### src/rtl/stage1_fetch.sv
// S1 fetch stage: owns the PC, issues one imem request at a time and loads the S1->S2 register.
// Optional: define FETCH_MISALIGN_EN to flag misaligned redirect targets instead of aligning them.
module stage1_fetch #(
  parameter int              XLEN     = 32,
  parameter logic [XLEN-1:0] RESET_PC = '0
) (
  input  logic            clk_i,
  input  logic            rst_n_i,
  input  logic            pc_src_s3_i,
  input  logic [XLEN-1:0] pc_target_s3_i,
  input  logic            stall_s1_i,
  output logic            imem_req_o,
  output logic [XLEN-1:0] imem_addr_o,
  input  logic            imem_gnt_i,
  input  logic            imem_rvalid_i,
  input  logic [31:0]     imem_rdata_i,
  output logic            valid_s2_o,
  output logic [31:0]     instr_s2_o,
  output logic [XLEN-1:0] pc_s2_o,
  output logic [XLEN-1:0] pc_plus4_s2_o,
  output logic            misalign_s2_o
);

  localparam logic [31:0] NOP = 32'h0000_0013;

  typedef enum logic [2:0] {IDLE, REQ, WAIT, HOLD, DROP} state_t;

  state_t          state_reg, state_next;
  logic [XLEN-1:0] pc_reg, pc_next;
  logic [31:0]     hold_reg, hold_next;
  logic            bad_reg, bad_next;
  logic            bad_done_reg, bad_done_next;
  logic            valid_reg;
  logic [31:0]     instr_reg;
  logic [XLEN-1:0] pc_s2_reg, pc4_reg;
  logic            mis_reg;

  logic            load;
  logic [31:0]     load_instr;
  logic            load_mis;
  logic            req;
  logic [XLEN-1:0] pc_plus4;
  logic [XLEN-1:0] target;
  logic            target_bad;

`ifdef FETCH_MISALIGN_EN
  assign target     = pc_target_s3_i;
  assign target_bad = |pc_target_s3_i[1:0];
`else
  logic [1:0] unused_target_lsb;
  assign unused_target_lsb = pc_target_s3_i[1:0];
  assign target     = {pc_target_s3_i[XLEN-1:2], 2'b00};
  assign target_bad = 1'b0;
`endif

  assign pc_plus4    = pc_reg + XLEN'(4);
  // A pc known to be misaligned is never put on the bus.
  assign req         = (state_reg == REQ) && !bad_reg;
  assign imem_req_o  = req;
  assign imem_addr_o = pc_reg;

  always_comb begin
    state_next    = state_reg;
    pc_next       = pc_reg;
    hold_next     = hold_reg;
    bad_next      = bad_reg;
    bad_done_next = bad_done_reg;
    load          = 1'b0;
    load_instr    = hold_reg;
    load_mis      = 1'b0;

    case (state_reg)
      IDLE: state_next = REQ;
      REQ: begin
        if (bad_reg) begin
          if (!bad_done_reg && !stall_s1_i) begin
            load          = 1'b1;
            load_instr    = NOP;
            load_mis      = 1'b1;
            bad_done_next = 1'b1;
          end
        end else if (imem_gnt_i) begin
          state_next = WAIT;
        end
      end
      WAIT: begin
        if (imem_rvalid_i) begin
          if (stall_s1_i) begin
            hold_next  = imem_rdata_i;
            state_next = HOLD;
          end else begin
            load       = 1'b1;
            load_instr = imem_rdata_i;
            pc_next    = pc_plus4;
            state_next = REQ;
          end
        end
      end
      HOLD: begin
        if (!stall_s1_i) begin
          load       = 1'b1;
          pc_next    = pc_plus4;
          state_next = REQ;
        end
      end
      DROP: if (imem_rvalid_i) state_next = REQ;
      default: state_next = IDLE;
    endcase

    // Flush beats stall. A request granted in the redirect cycle still owes a
    // response, so it must be drained in DROP just like an outstanding WAIT.
    if (pc_src_s3_i) begin
      load          = 1'b0;
      pc_next       = target;
      bad_next      = target_bad;
      bad_done_next = 1'b0;
      case (state_reg)
        WAIT:    state_next = imem_rvalid_i ? REQ : DROP;
        REQ:     state_next = (req && imem_gnt_i) ? DROP : REQ;
        DROP:    state_next = DROP;
        default: state_next = REQ;
      endcase
    end
  end

  always_ff @(posedge clk_i or negedge rst_n_i) begin
    if (!rst_n_i) begin
      state_reg    <= IDLE;
      pc_reg       <= RESET_PC;
      hold_reg     <= '0;
      bad_reg      <= 1'b0;
      bad_done_reg <= 1'b0;
      valid_reg    <= 1'b0;
      instr_reg    <= NOP;
      pc_s2_reg    <= '0;
      pc4_reg      <= '0;
      mis_reg      <= 1'b0;
    end else begin
      state_reg    <= state_next;
      pc_reg       <= pc_next;
      hold_reg     <= hold_next;
      bad_reg      <= bad_next;
      bad_done_reg <= bad_done_next;
      if (load) begin
        valid_reg <= 1'b1;
        instr_reg <= load_instr;
        pc_s2_reg <= pc_reg;
        pc4_reg   <= pc_plus4;
        mis_reg   <= load_mis;
      end else if (pc_src_s3_i || !stall_s1_i) begin
        valid_reg <= 1'b0;
      end
    end
  end

  assign valid_s2_o    = valid_reg;
  assign instr_s2_o    = instr_reg;
  assign pc_s2_o       = pc_s2_reg;
  assign pc_plus4_s2_o = pc4_reg;
  assign misalign_s2_o = mis_reg;

endmodule

### config.mk
export PLATFORM = sky130hd
export DESIGN_NAME = stage1_fetch
export DESIGN_NICKNAME = d
export VERILOG_FILES = /design/src/rtl/stage1_fetch.sv
export SDC_FILE = /design/constraint.sdc
export NUM_CORES = 1
export LEC_CHECK = 0
export BUFFER_PORTS_ARGS = -buffer_cell sky130_fd_sc_hd__buf_4
export CAP_MARGIN = 20
export CORE_MARGIN = 4
export CORE_UTILIZATION = 57
export DETAILED_ROUTE_END_ITERATION = 16
export HOLD_SLACK_MARGIN = 0.03
export PLACE_DENSITY = 0.82
export SETUP_SLACK_MARGIN = 0.02
export SYNTH_ARGS = -nofsm -noshare
export SYNTH_HDL_FRONTEND = slang
export SYNTH_SLANG_ARGS = --single-unit
### constraint.sdc
create_clock -name clk_i -period 3.78 [get_ports clk_i]
set_input_delay 0.378 -clock clk_i [delete_from_list [all_inputs] [get_ports clk_i]]
set_output_delay 0.378 -clock clk_i [all_outputs]
set_load 0.05 [all_outputs]
# Yosys cells after proc, flatten, opt, wreduce, memory -nomap -nowiden
# Cells that the tools add are included.
# op_classes
addsub,1
n_mul,0
div_mod_pow,0
order_cmp,0
n_eq_ne,8
n_shift,0
muxes,23
bitwise_logic,0
n_reduce_logical,9
# op_table
cell,n
$mux W32,6
$pmux W32 S2,1
$add A32 B3 Y32 const B,1
$mux W3,7
$pmux W3 S5,1
$ne A3 B3 Y1 const B,4
$pmux W3 S3,1
$eq A3 B2 Y1 const B,2
$mux W1,5
$reduce_and A4 Y1,1
$eq A3 B1 Y1 const B,1
$eq A3 B3 Y1 const B,1
$logic_not A3 Y1,1
$reduce_and A3 Y1,1
$reduce_bool A3 Y1,1
$mux W2,1
$pmux W1 S2,1
$reduce_and A2 Y1,1
$reduce_bool A2 Y1,1
$logic_and A1 B1 Y1,1
$logic_not A1 Y1,1
$logic_or A1 B1 Y1,1
# word_totals
regBits,164
latchBits,0
mem_bits_rw,0
romBits,0
in_bits,70
memories,0

# Longest topological paths before layout
# logic_depth
ltp_word,5
mapped_depth,9
mapped_depth_nobuf,6

# Worst setup path before layout
# No wires, ideal clock.
# synth_timing
path_type,register -> register
startpoint,reg pc_reg[19] (netlist: imem_addr_o[19])
endpoint,reg pc4_reg[30] (netlist: pc_plus4_s2_o[30])
setup_time_ns,0.129
t_arrival_ns,2.177
t_required_ns,3.651
setup_slack_ns,1.474
stages_incl_launch_ff,8
path_buffers,2
cell_sequence,dfrtp_1 buf_2 nand4_2 or4_4 buf_6 nor4_4 xnor2_1 o21ai_2
# synth_between
elab_chain_len,1
# synth_rtl
element,line_no,text
from (decl),29,"logic [XLEN-1:0] pc_reg, pc_next;"
from (signal assigned),140,pc_reg <= pc_next;
$add A32 B3 Y32,56,assign pc_plus4 = pc_reg + XLEN'(4);
to (signal assigned),148,pc4_reg <= pc_plus4;
to (decl),35,"logic [XLEN-1:0] pc_s2_reg, pc4_reg;"
# No other way between the ends.
# A chain may end at the register's enable or synchronous reset.

# Worst setup path after layout
# layout_timing
startpoint,reg state_reg[1]
endpoint,reg pc_s2_reg[2] (netlist: pc_s2_o[2])
# layout_between
elab_chain_len,3
# layout_rtl
element,line_no,text
from (decl),28,"state_t state_reg, state_next;"
from (signal assigned),139,state_reg <= state_next;
$eq A3 B2 Y1,72,case (state_reg)
$pmux W1 S2 (*),72,
$mux W1 (*),112,if (pc_src_s3_i) begin
to (signal assigned),147,pc_s2_reg <= pc_reg;
to (decl),35,
# Mark *: on every way between the ends. The rest lies on a longest branch, timed or not.

==> flow_summary_export.csv <==
group,metric,value,unit
run_status,outcome,"complete, no violations",
timing,finalHoldViolCount,0,
detailed_routing,vias_per_cell,5.45,
cells_and_area,register_area,3960,sq um
power_and_ir_drop,peakVddDrop,0.000593,V
timing,drv_slew,0,
placement,place_hpwl,13000,um
timing,finClkSkew,0.00905,ns
cells_and_area,antennaDiodeCount,0,
die,core_area,12700,sq um
die,pin_count,201,
cells_and_area,fillCellCount,905,
synth,syn-instance-count,750,
clock_tree,cts-root-buf,"clkbuf_16",
worst_setup_path,start_kind,"flop",
clock_tree,insertion_delay,0.43,ns
timing,fin_crit_sh,71.9,%
synth,ys_warn_count,0,
detailed_routing,detail-route-antenna-nets,0,
detailed_routing,vias,5955,
cells_and_area,multiInputGateArea,3180,sq um
clock_tree,cts_tree,"done",
worst_setup_path,r2r_end,"pc_s2_o[2]$_DFFE_PN0P_",
placement,preCtsSetupSlack,1.14,ns
clock_tree,cts_buffers,17,
power_and_ir_drop,p_per_area,827,nW/um^2
synth,ys_seq_area_share,53.4,%
synth,synth.top_cell.area_share,52.3,%
detailed_routing,wl,18900,um
synth,netlist_area,7420,sq um
grt,grt_overflow,0,
run,drv_cap,0,
timing,fin_crit,2.72,ns
synth,ys_seq_elements,158,
synth,synthFlopType,"dfrtp_1",
cells_and_area,nets,978,
worst_setup_path,r2r-start,"state_reg[1]$_DFFE_PN0P_",
worst_setup_path,critPathMaxFanout,20,
synth,synth_top_cells_by_area,"dfrtp_1, nand2_1, xnor2_1, mux2_2, mux2i_1",
min_path,hp-class,"input port to async pin",
worst_setup_path,reg2reg_slack,1.06,ns
worst_setup_path,worst_ep_arrival_time,3.08,ns
timing,setup_violations,0,
die,die_area,14900,sq um
grt,grt_max_degree,105,
cells_and_area,drive_gt1_share,30.7,%
grt,grt_pass1_wl,30500,um
grt,grt_use_total,26.1,%
synth,synth_cell_types,50,
die,die_y,122,um
synth,syn_area_per_cell,9.89,sq um
clock_tree,post_cts_resize_count,0,
timing,setup_tns,0,ns
clock_tree,cts_setup_buffers,0,
synth,yosysTopAreaCell,"dfrtp_1",
die,die_width,122,um
clock_tree,htreeDepth,4,
clock_tree,cts.sinks,158,
cells_and_area,synthToLayoutAreaGrowth,27.2,%
grt,grt_pass1_vias,5965,
worst_setup_path,worst_setup_path_end_kind,"flop",
detailed_routing,route.detailed.drc,0,
worst_setup_path,cp.required,4.14,ns
synth,async_flop_share,100,%
timing,tightest_slew,1.01,ns
die,start_util,58.5,%
worst_setup_path,critPathKind,"flop to flop",
placement,port_buffers,191,
worst_setup_path,r2r_cells,6,
timing,rsz0062_at_grt,"false",
timing,clock.fmax,0.368,GHz
synth,synth_edf_count,0,
detailed_routing,firstDrtPassIters,4,
clock_tree,cts.clk_slew.worst_paths,0.06,ns
timing,finalWorstSetupSlack,1.06,ns
placement,gp_congestion,0.838,
clock_tree,cts_hold_buffers,0,
power_and_ir_drop,p_leak,4.65,nW
detailed_routing,wl_per_cell,17.3,um
detailed_routing,drt_iter0_drc,485,
timing,slew_headroom,32.5,%
die,rows,41,
grt,antenna_found_initial,0,
clock_tree,clk_path_buf_depth,2,
per-stage QoR:
step                utilization, %  power, W  hold WS [ns]  instances  instance area [sq um]
floorplan                        -   0.00503        0.0824        756                   7440
global placement              69.9   0.00603         0.463       1060                   8860
detailed placement            69.9   0.00616         0.466       1060                   8860
CTS                           74.4   0.00784         0.110       1092                   9430
global route                  74.4   0.00818         0.144       1092                   9430
finish                        74.4   0.00780        0.0683       1092                   9430
placed cells by master, fill, tap and decap left out, types with 3 or more instances in the layout:
cell	count
clkinv_2	6
inv_1	4
mux2i_1	33
nor4_1	6
clkbuf_16	17
nand3_1	12
nand4_1	12
nor2_1	19
xnor2_1	40
dfrtp_1	155
dfstp_2	3
xor2_1	18
mux2_2	31
and3_1	5
o21ai_0	60
buf_4	197
nand2_1	196
conb_1	7
o21ai_1	35
nor3_1	9
a21oi_1	3
nor3_2	4
cell type report:
type,count,share of cell area (%)
repair buffers,198,15.8
well taps,172,2.28
flip-flops and latches,158,42.0
inverters,5,0.199
clock inverters,11,1.22
multi-input cells,527,33.7
clock buffers,21,4.88
power breakdown:
part | total, W | internal (W) | switching (W) | leakage (nW)
clock | 0.00167 | 0.00100 | 0.000671 | 0.287
combinational | 0.00340 | 0.00105 | 0.00234 | 2.36
sequential | 0.00273 | 0.00230 | 0.000433 | 2.01
metal layers:
metal / routed length, um / global-route usage (%)
met5: 0 / 0
met2: 9260 / 42.2
met1: 8120 / 35.1
met4: 359 / 8.54
met3: 1170 / 6.04
cell usage after synthesis, types with 10 or more instances:
cell type  instances
nor2_1            19
buf_2             18
nor3_1            10
clkbuf_1          34
dfrtp_1          155
o21ai_1           35
nand2_1          197
xnor2_1           40
nand4_1           12
nand3_1           12
o21ai_0           60
mux2i_1           33
mux2_2            31
xor2_1            18
critical path: stages (launching register included):
cell      delay, ns
dfrtp_1        0.58
nand2b_1       0.17
or3_1          0.79
nor2_2         0.59
buf_4          0.33
nand2_1        0.10
nand2_1        0.07
cell families after synthesis:
family	after synthesis	synth area share, %
AND/OR/NAND/NOR	290	18.4
flip-flops	158	53.4
AO/OA/AOI/OAI	105	7.32
buffers and inverters	71	4.40
multiplexers	66	9.47
XOR/XNOR	58	6.85
adder cells (fa/ha/maj)	1	0.169
other	1	0.0506
how the worst max path moves through the flow:
stage,to,slack [ns],start
floorplan,pc_plus4_s2_o[30]$_DFFE_PN0P_,1.47,imem_addr_o[19]$_DFFE_PN0P_
global placement,pc_s2_o[10]$_DFFE_PN0P_,1.23,state_reg[1]$_DFFE_PN0P_
detailed placement,pc_s2_o[16]$_DFFE_PN0P_,1.14,state_reg[1]$_DFFE_PN0P_
CTS,pc_s2_o[12]$_DFFE_PN0P_,1.11,state_reg[1]$_DFFE_PN0P_
global route,pc_s2_o[7]$_DFFE_PN0P_,0.88,state_reg[1]$_DFFE_PN0P_
finish,pc_s2_o[2]$_DFFE_PN0P_,1.06,state_reg[1]$_DFFE_PN0P_
Note: power is estimated with default switching activity, not from simulation.
